### config.mk
export PLATFORM = sky130hd
export DESIGN_NAME = gam_winner_search
export DESIGN_NICKNAME = d
export VERILOG_FILES = /design/src/rtl/gam_winner_search.sv
export SDC_FILE = /design/constraint.sdc
export NUM_CORES = 1
export LEC_CHECK = 0
export ABC_AREA = 1
export BUFFER_PORTS_ARGS = -buffer_cell sky130_fd_sc_hd__buf_2
export CAP_MARGIN = 10
export CORE_AREA = 3 3 115 117
export DETAILED_ROUTE_END_ITERATION = 12
export DIE_AREA = 0 0 118 120
export PLACE_DENSITY = 0.8
export SETUP_SLACK_MARGIN = 0.02
export SKIP_CTS_REPAIR_TIMING = 1
export SYNTH_ARGS = -nofsm -noshare
export SYNTH_HDL_FRONTEND = slang
export SYNTH_SLANG_ARGS = --single-unit
### constraint.sdc
create_clock -name clk -period 8.9 [get_ports clk]
set_input_delay 1.335 -clock clk [delete_from_list [all_inputs] [get_ports clk]]
set_output_delay 1.335 -clock clk [all_outputs]
set_load 0.02 [all_outputs]
### src/rtl/gam_winner_search.sv
// -----------------------------------------------------------------------------
// gam_winner_search
//   Scans NODE_COUNT weight vectors of one class. For each node it computes the
//   L1 distance to the input vector and tracks the nearest node (win1) and,
//   optionally, the second-nearest node (win2).
//
//   Search flow: IDLE -> SCAN (one weight read per cycle, indices 1..NODE_COUNT)
//   -> DRAIN (last weight arrives) -> DONE (one-cycle done pulse) -> IDLE.
//   done rises NODE_COUNT+2 cycles after the accepting start cycle.
//
//   Optional feature macro: GAM_SECOND_WINNER_EN
//     defined   : win2_idx / win2_dist ports and second-winner tracking exist
//     undefined : only win1 is tracked (win1 behaviour is identical)
//
// Ports
//   clk          in   rising-edge clock
//   rst_n        in   synchronous active-low reset
//   start        in   search request, accepted only in IDLE
//   x            in   input vector, element k at [k*PIXEL_W +: PIXEL_W]
//   node_valid   in   bit i-1 set -> node i takes part in the search
//   node_rd_en   out  weight read strobe
//   node_rd_idx  out  node index being read (1..NODE_COUNT, 0 when idle)
//   node_rd_w    in   weight vector, returned one cycle after node_rd_en
//   busy         out  search in progress (SCAN and DRAIN)
//   done         out  one-cycle completion pulse
//   found        out  at least one valid node was scanned
//   win1_idx/dist out nearest node index and distance
//   win2_idx/dist out second-nearest node index and distance (macro only)
// -----------------------------------------------------------------------------
module gam_winner_search #(
    parameter int NODE_COUNT = 10,
    parameter int VECTOR_LEN = 4,
    parameter int PIXEL_W    = 8,
    localparam int IDX_W     = $clog2(NODE_COUNT + 1),
    localparam int DIST_W    = PIXEL_W + $clog2(VECTOR_LEN) + 1,
    localparam int VEC_W     = VECTOR_LEN * PIXEL_W
) (
    input  logic                  clk,
    input  logic                  rst_n,
    input  logic                  start,
    input  logic [VEC_W-1:0]      x,
    input  logic [NODE_COUNT-1:0] node_valid,
    output logic                  node_rd_en,
    output logic [IDX_W-1:0]      node_rd_idx,
    input  logic [VEC_W-1:0]      node_rd_w,
    output logic                  busy,
    output logic                  done,
    output logic                  found,
    output logic [IDX_W-1:0]      win1_idx,
    output logic [DIST_W-1:0]     win1_dist
`ifdef GAM_SECOND_WINNER_EN
    ,
    output logic [IDX_W-1:0]      win2_idx,
    output logic [DIST_W-1:0]     win2_dist
`endif
);

    localparam logic [1:0] ST_IDLE  = 2'd0;
    localparam logic [1:0] ST_SCAN  = 2'd1;
    localparam logic [1:0] ST_DRAIN = 2'd2;
    localparam logic [1:0] ST_DONE  = 2'd3;

    localparam logic [IDX_W-1:0]  IDX_ZERO = {IDX_W{1'b0}};
    localparam logic [IDX_W-1:0]  IDX_ONE  = IDX_W'(1);
    localparam logic [IDX_W-1:0]  IDX_LAST = IDX_W'(NODE_COUNT);
    localparam logic [DIST_W-1:0] DIST_MAX = {DIST_W{1'b1}};

    // L1 distance; DIST_W leaves a spare bit so VECTOR_LEN*(2^PIXEL_W-1) always fits
    function automatic logic [DIST_W-1:0] l1_dist(input logic [VEC_W-1:0] a,
                                                  input logic [VEC_W-1:0] b);
        logic [DIST_W-1:0]  acc;
        logic [PIXEL_W-1:0] ea;
        logic [PIXEL_W-1:0] eb;
        acc = {DIST_W{1'b0}};
        for (int k = 0; k < VECTOR_LEN; k++) begin
            ea = a[k*PIXEL_W +: PIXEL_W];
            eb = b[k*PIXEL_W +: PIXEL_W];
            if (ea > eb) begin
                acc = acc + DIST_W'(ea - eb);
            end else begin
                acc = acc + DIST_W'(eb - ea);
            end
        end
        return acc;
    endfunction

    logic [1:0]            state_r;
    logic [1:0]            state_nxt_s;
    logic                  accept_s;
    logic                  rd_en_r;
    logic [IDX_W-1:0]      rd_idx_r;
    logic                  busy_r;
    logic                  done_r;
    logic [VEC_W-1:0]      x_lat_r;
    logic [NODE_COUNT-1:0] valid_lat_r;
    logic                  arr_valid_r;
    logic [IDX_W-1:0]      arr_idx_r;
    logic                  hit_s;
    logic [DIST_W-1:0]     dist_s;
    logic                  found_r;
    logic [IDX_W-1:0]      win1_idx_r;
    logic [DIST_W-1:0]     win1_dist_r;
`ifdef GAM_SECOND_WINNER_EN
    logic [IDX_W-1:0]      win2_idx_r;
    logic [DIST_W-1:0]     win2_dist_r;
`endif

    assign accept_s = (state_r == ST_IDLE) && start;

    // Next-state logic of the search sequencer
    always_comb begin
        state_nxt_s = state_r;
        case (state_r)
            ST_IDLE: begin
                if (start) begin
                    state_nxt_s = ST_SCAN;
                end else begin
                    state_nxt_s = ST_IDLE;
                end
            end
            ST_SCAN: begin
                if (rd_idx_r == IDX_LAST) begin
                    state_nxt_s = ST_DRAIN;
                end else begin
                    state_nxt_s = ST_SCAN;
                end
            end
            ST_DRAIN: state_nxt_s = ST_DONE;
            ST_DONE:  state_nxt_s = ST_IDLE;
            default:  state_nxt_s = ST_IDLE;
        endcase
    end

    // Sequencer state plus registered read strobe/index and status flags
    always_ff @(posedge clk) begin
        if (!rst_n) begin
            state_r  <= ST_IDLE;
            rd_en_r  <= 1'b0;
            rd_idx_r <= IDX_ZERO;
            busy_r   <= 1'b0;
            done_r   <= 1'b0;
        end else begin
            state_r <= state_nxt_s;
            rd_en_r <= (state_nxt_s == ST_SCAN);
            busy_r  <= (state_nxt_s == ST_SCAN) || (state_nxt_s == ST_DRAIN);
            done_r  <= (state_nxt_s == ST_DONE);
            if (accept_s) begin
                rd_idx_r <= IDX_ONE;
            end else if ((state_r == ST_SCAN) && (rd_idx_r != IDX_LAST)) begin
                rd_idx_r <= rd_idx_r + IDX_ONE;
            end else begin
                rd_idx_r <= IDX_ZERO;
            end
        end
    end

    // Capture x and node_valid on the accepting start so later changes are ignored
    always_ff @(posedge clk) begin
        if (!rst_n) begin
            x_lat_r     <= {VEC_W{1'b0}};
            valid_lat_r <= {NODE_COUNT{1'b0}};
        end else if (accept_s) begin
            x_lat_r     <= x;
            valid_lat_r <= node_valid;
        end
    end

    // Track which node's weight is arriving on node_rd_w this cycle
    always_ff @(posedge clk) begin
        if (!rst_n) begin
            arr_valid_r <= 1'b0;
            arr_idx_r   <= IDX_ZERO;
        end else begin
            arr_valid_r <= rd_en_r;
            arr_idx_r   <= rd_idx_r;
        end
    end

    // Arriving node takes part only if its latched valid bit is set
    always_comb begin
        hit_s = 1'b0;
        for (int i = 0; i < NODE_COUNT; i++) begin
            hit_s = hit_s | (arr_valid_r & valid_lat_r[i] & (arr_idx_r == IDX_W'(i + 1)));
        end
    end

    assign dist_s = l1_dist(x_lat_r, node_rd_w);

    // Winner insertion; strict less-than keeps the lower index on ties
    always_ff @(posedge clk) begin
        if (!rst_n || accept_s) begin
            found_r     <= 1'b0;
            win1_idx_r  <= IDX_ZERO;
            win1_dist_r <= DIST_MAX;
`ifdef GAM_SECOND_WINNER_EN
            win2_idx_r  <= IDX_ZERO;
            win2_dist_r <= DIST_MAX;
`endif
        end else if (hit_s) begin
            found_r <= 1'b1;
            if (dist_s < win1_dist_r) begin
`ifdef GAM_SECOND_WINNER_EN
                win2_idx_r  <= win1_idx_r;
                win2_dist_r <= win1_dist_r;
`endif
                win1_idx_r  <= arr_idx_r;
                win1_dist_r <= dist_s;
            end
`ifdef GAM_SECOND_WINNER_EN
            else if (dist_s < win2_dist_r) begin
                win2_idx_r  <= arr_idx_r;
                win2_dist_r <= dist_s;
            end
`endif
        end
    end

    assign node_rd_en  = rd_en_r;
    assign node_rd_idx = rd_idx_r;
    assign busy        = busy_r;
    assign done        = done_r;
    assign found       = found_r;
    assign win1_idx    = win1_idx_r;
    assign win1_dist   = win1_dist_r;
`ifdef GAM_SECOND_WINNER_EN
    assign win2_idx    = win2_idx_r;
    assign win2_dist   = win2_dist_r;
`endif

endmodule

==> impl_metrics.ini <==
[clock_tree]
cts_buffer_depth = 2
cts_sinks = 72
cts_tree = built
h-tree-depth = 3
clkTransAtPathRegs_ns = 0.07
clk_latency_ns = 0.35
numCtsBuffers = 9
root_buffer = clkbuf_16

[timing]
setup_tns_ns = 0
hold_violations = 0
min_period_ns = 7.868
skew_ns = 0.01250
rsz0062_at_grt = true
tightest_slew_ns = 0.7655
timing.fmax_mhz = 127.1
setup_viol = 0
relSlewSlack = 0.4896
final.setup.worst_slack_ns = 1.032
period_share = 0.8840
drv_slew = 0

[flow_run]
max_cap_violations = 0

[route]
first_iter_violations = 362
totalWireLength_um = 16620
route.detailed.drc = 0
via_per_inst = 5.246
routedWlPerCell_um = 12.91
vias = 6751
drt-pass1-iter-count = 5
final_antenna_net_count = 0

[die]
io_pins = 100
die_y_um = 120
rows = 41
dieArea_um2 = 14160
start_util = 0.5737
core_um2 = 12470
die_w_um = 118

[finish]
area.growth.synth_to_final_pct = 12.68
antenna_cells = 0
drive_above_1_share = 0.1408
multiInputGateArea_um2 = 4811
final-seq-area_um2 = 1441
finalNetCount = 1305
fillers = 1139

[min_path]
hold_path_class = register to register
min_from = node_rd_en$_SDFF_PN0_
whs_endpoint = arr_valid_r$_SDFF_PN0_
whs_path_depth = 2

[placed_design]
gp_congestion = 0.9823
hpwl_um = 13400
portBuffers = 99
placement.setup.worst_slack_ns = 0.5484

[status]
status = finished clean

[critical_path]
r2r_start = x_lat_r[10]$_SDFFE_PN0P_
worstSetupEndpointType = register
crit_fanout = 12
worst_path_most_repeated_cell = nand2_1
worstSetupPathType = input port to register
worstPathRequired_ns = 9.10
r2r_slack_ns = 1.85
slowest_delay_ns = 0.39
reg2reg_to = win1_dist[1]$_SDFFE_PP1P_
worstRegToRegCells = 44
startpoint_type = input port
critPathArrivalTime_ns = 8.07
cpMaxStageDelayCell = ha_1

[synthesis]
yosysMostFrequentCell = inv_1
synth_area_um2 = 7152
synth_nets = 1217
synth_common_cells = inv_1 (204), nand2_1 (161), a21oi_1 (109)
ys_warn_count = 0
ys_seq_elements = 72
synth_cells = 1022
avgSynthCellArea_um2 = 6.998
synth_edf_count = 0
yosysTopAreaCell = dfxtp_1
synth.area.top_cells = dfxtp_1 (20%), ha_1 (19%), inv_1 (11%), nand2_1 (8.4%), a21oi_1 (7.6%)
synth_async_sr_flop_share = 0
synth-main-ff-cell = dfxtp_1
synth.distinct_cells = 44
synth.top_cell.area_share = 0.2015
yosysSeqAreaShare = 0.2015

[global_route]
overflow = 0
grt_max_degree = 78
grt_usage = 0.2370
grt_antenna_before_repair = 1
grt_pass1_wl_um = 27960
grt_pass1_vias = 6292

[power]
p_leak_nw = 4.388
ir_drop_mv = 0.3242
cellPowerDensity_nw_per_um2 = 415.2
metrics by stage:
step	util	cells	cell area, um^2	total power, mW	hold slack (ns)
floorplan	-	1022	7152	2.462	0.4475
global placement	0.6212	1269	7744	2.895	0.4401
detailed placement	0.6212	1269	7744	2.934	0.4478
CTS	0.6450	1285	8040	3.325	0.4614
global route	0.6465	1287	8059	3.754	0.4788
finish	0.6465	1287	8059	3.346	0.4551
critical path: cells and delay by family:
family	cells	cell delay, ns
AO/OA/AOI/OAI	12	1.91
AND/OR/NAND/NOR	19	2.10
buffers and inverters	7	0.63
adder cells (fa/ha/maj)	5	1.65
XOR/XNOR	3	0.45
cells in the final DEF, fill, tap and decap left out, types with 6 or more instances in the layout:
master,instances
nand2_1,161
inv_1,203
o21ai_1,6
dfxtp_1,72
nand3_2,10
mux2i_1,6
fa_1,11
o21ai_0,75
nor2_1,57
buf_2,99
nand2_2,10
clkbuf_16,9
o211ai_1,9
a21o_1,6
nor3_1,6
xnor2_1,18
nand4_1,9
nand3_1,38
mux2_2,9
ha_1,107
xor2_1,36
a21oi_1,109
state kept, by name, indices dropped and copies added, names as in the netlist:
name,flops
x_lat_r,32
win1_dist,11
valid_lat_r,10
arr_idx_r,4
node_rd_idx,4
win1_idx,4
state_r,2
arr_valid_r,1
busy,1
done,1
found,1
node_rd_en,1
where the power goes:
part | internal [mW] | switching (mW) | leakage, nW | total, mW
combinational | 1.03 | 1.60 | 3.66 | 2.63
clock | 0.218 | 0.143 | 0.139 | 0.361
sequential | 0.343 | 0.0123 | 0.592 | 0.355
total | 1.59 | 1.76 | 4.39 | 3.35
per-layer routing:
metal  GRT usage  part of all wire  vias to the layer above
met5           0           0.00066                        -
met4     0.06960             0.017                        2
met3     0.05372             0.061                       29
met2      0.3848              0.45                      181
met1      0.3163              0.47                     3057
li1            -                 -                     3482
logic make-up after synthesis:
logic type | after synthesis | share of synthesized area
AND/OR/NAND/NOR | 299 | 0.1858
flip-flops | 72 | 0.2015
buffers and inverters | 231 | 0.1265
adder cells (fa/ha/maj) | 118 | 0.2180
XOR/XNOR | 54 | 0.06613
multiplexers | 15 | 0.02257
AO/OA/AOI/OAI | 233 | 0.1795
area by class of cell:
class,count,area share
multi-input combinational,719,0.5970
sequential,72,0.1789
clock inverter,6,0.008384
clock buffer,10,0.02841
timing repair inverter,2,0.001863
timing repair buffer,100,0.06241
inverter,206,0.09641
tap,172,0.02670
worst max-delay path by stage:
stage / slack, ns / cells after the start / end / start
finish: 1.03 / 46 / win1_dist[1]$_SDFFE_PP1P_ / node_rd_w[10]
detailed placement: 0.55 / 47 / win1_idx[3]$_SDFFE_PP0P_ / node_rd_w[10]
global route: 0.003 / 46 / win1_dist[6]$_SDFFE_PP1P_ / node_rd_w[2]
floorplan: 1.56 / 45 / win1_dist[6]$_SDFFE_PP1P_ / node_rd_w[10]
global placement: 0.80 / 46 / win1_idx[3]$_SDFFE_PP0P_ / node_rd_w[10]
CTS: 0.89 / 46 / win1_idx[2]$_SDFFE_PP0P_ / node_rd_w[10]
(Power assumes the default switching activity.)
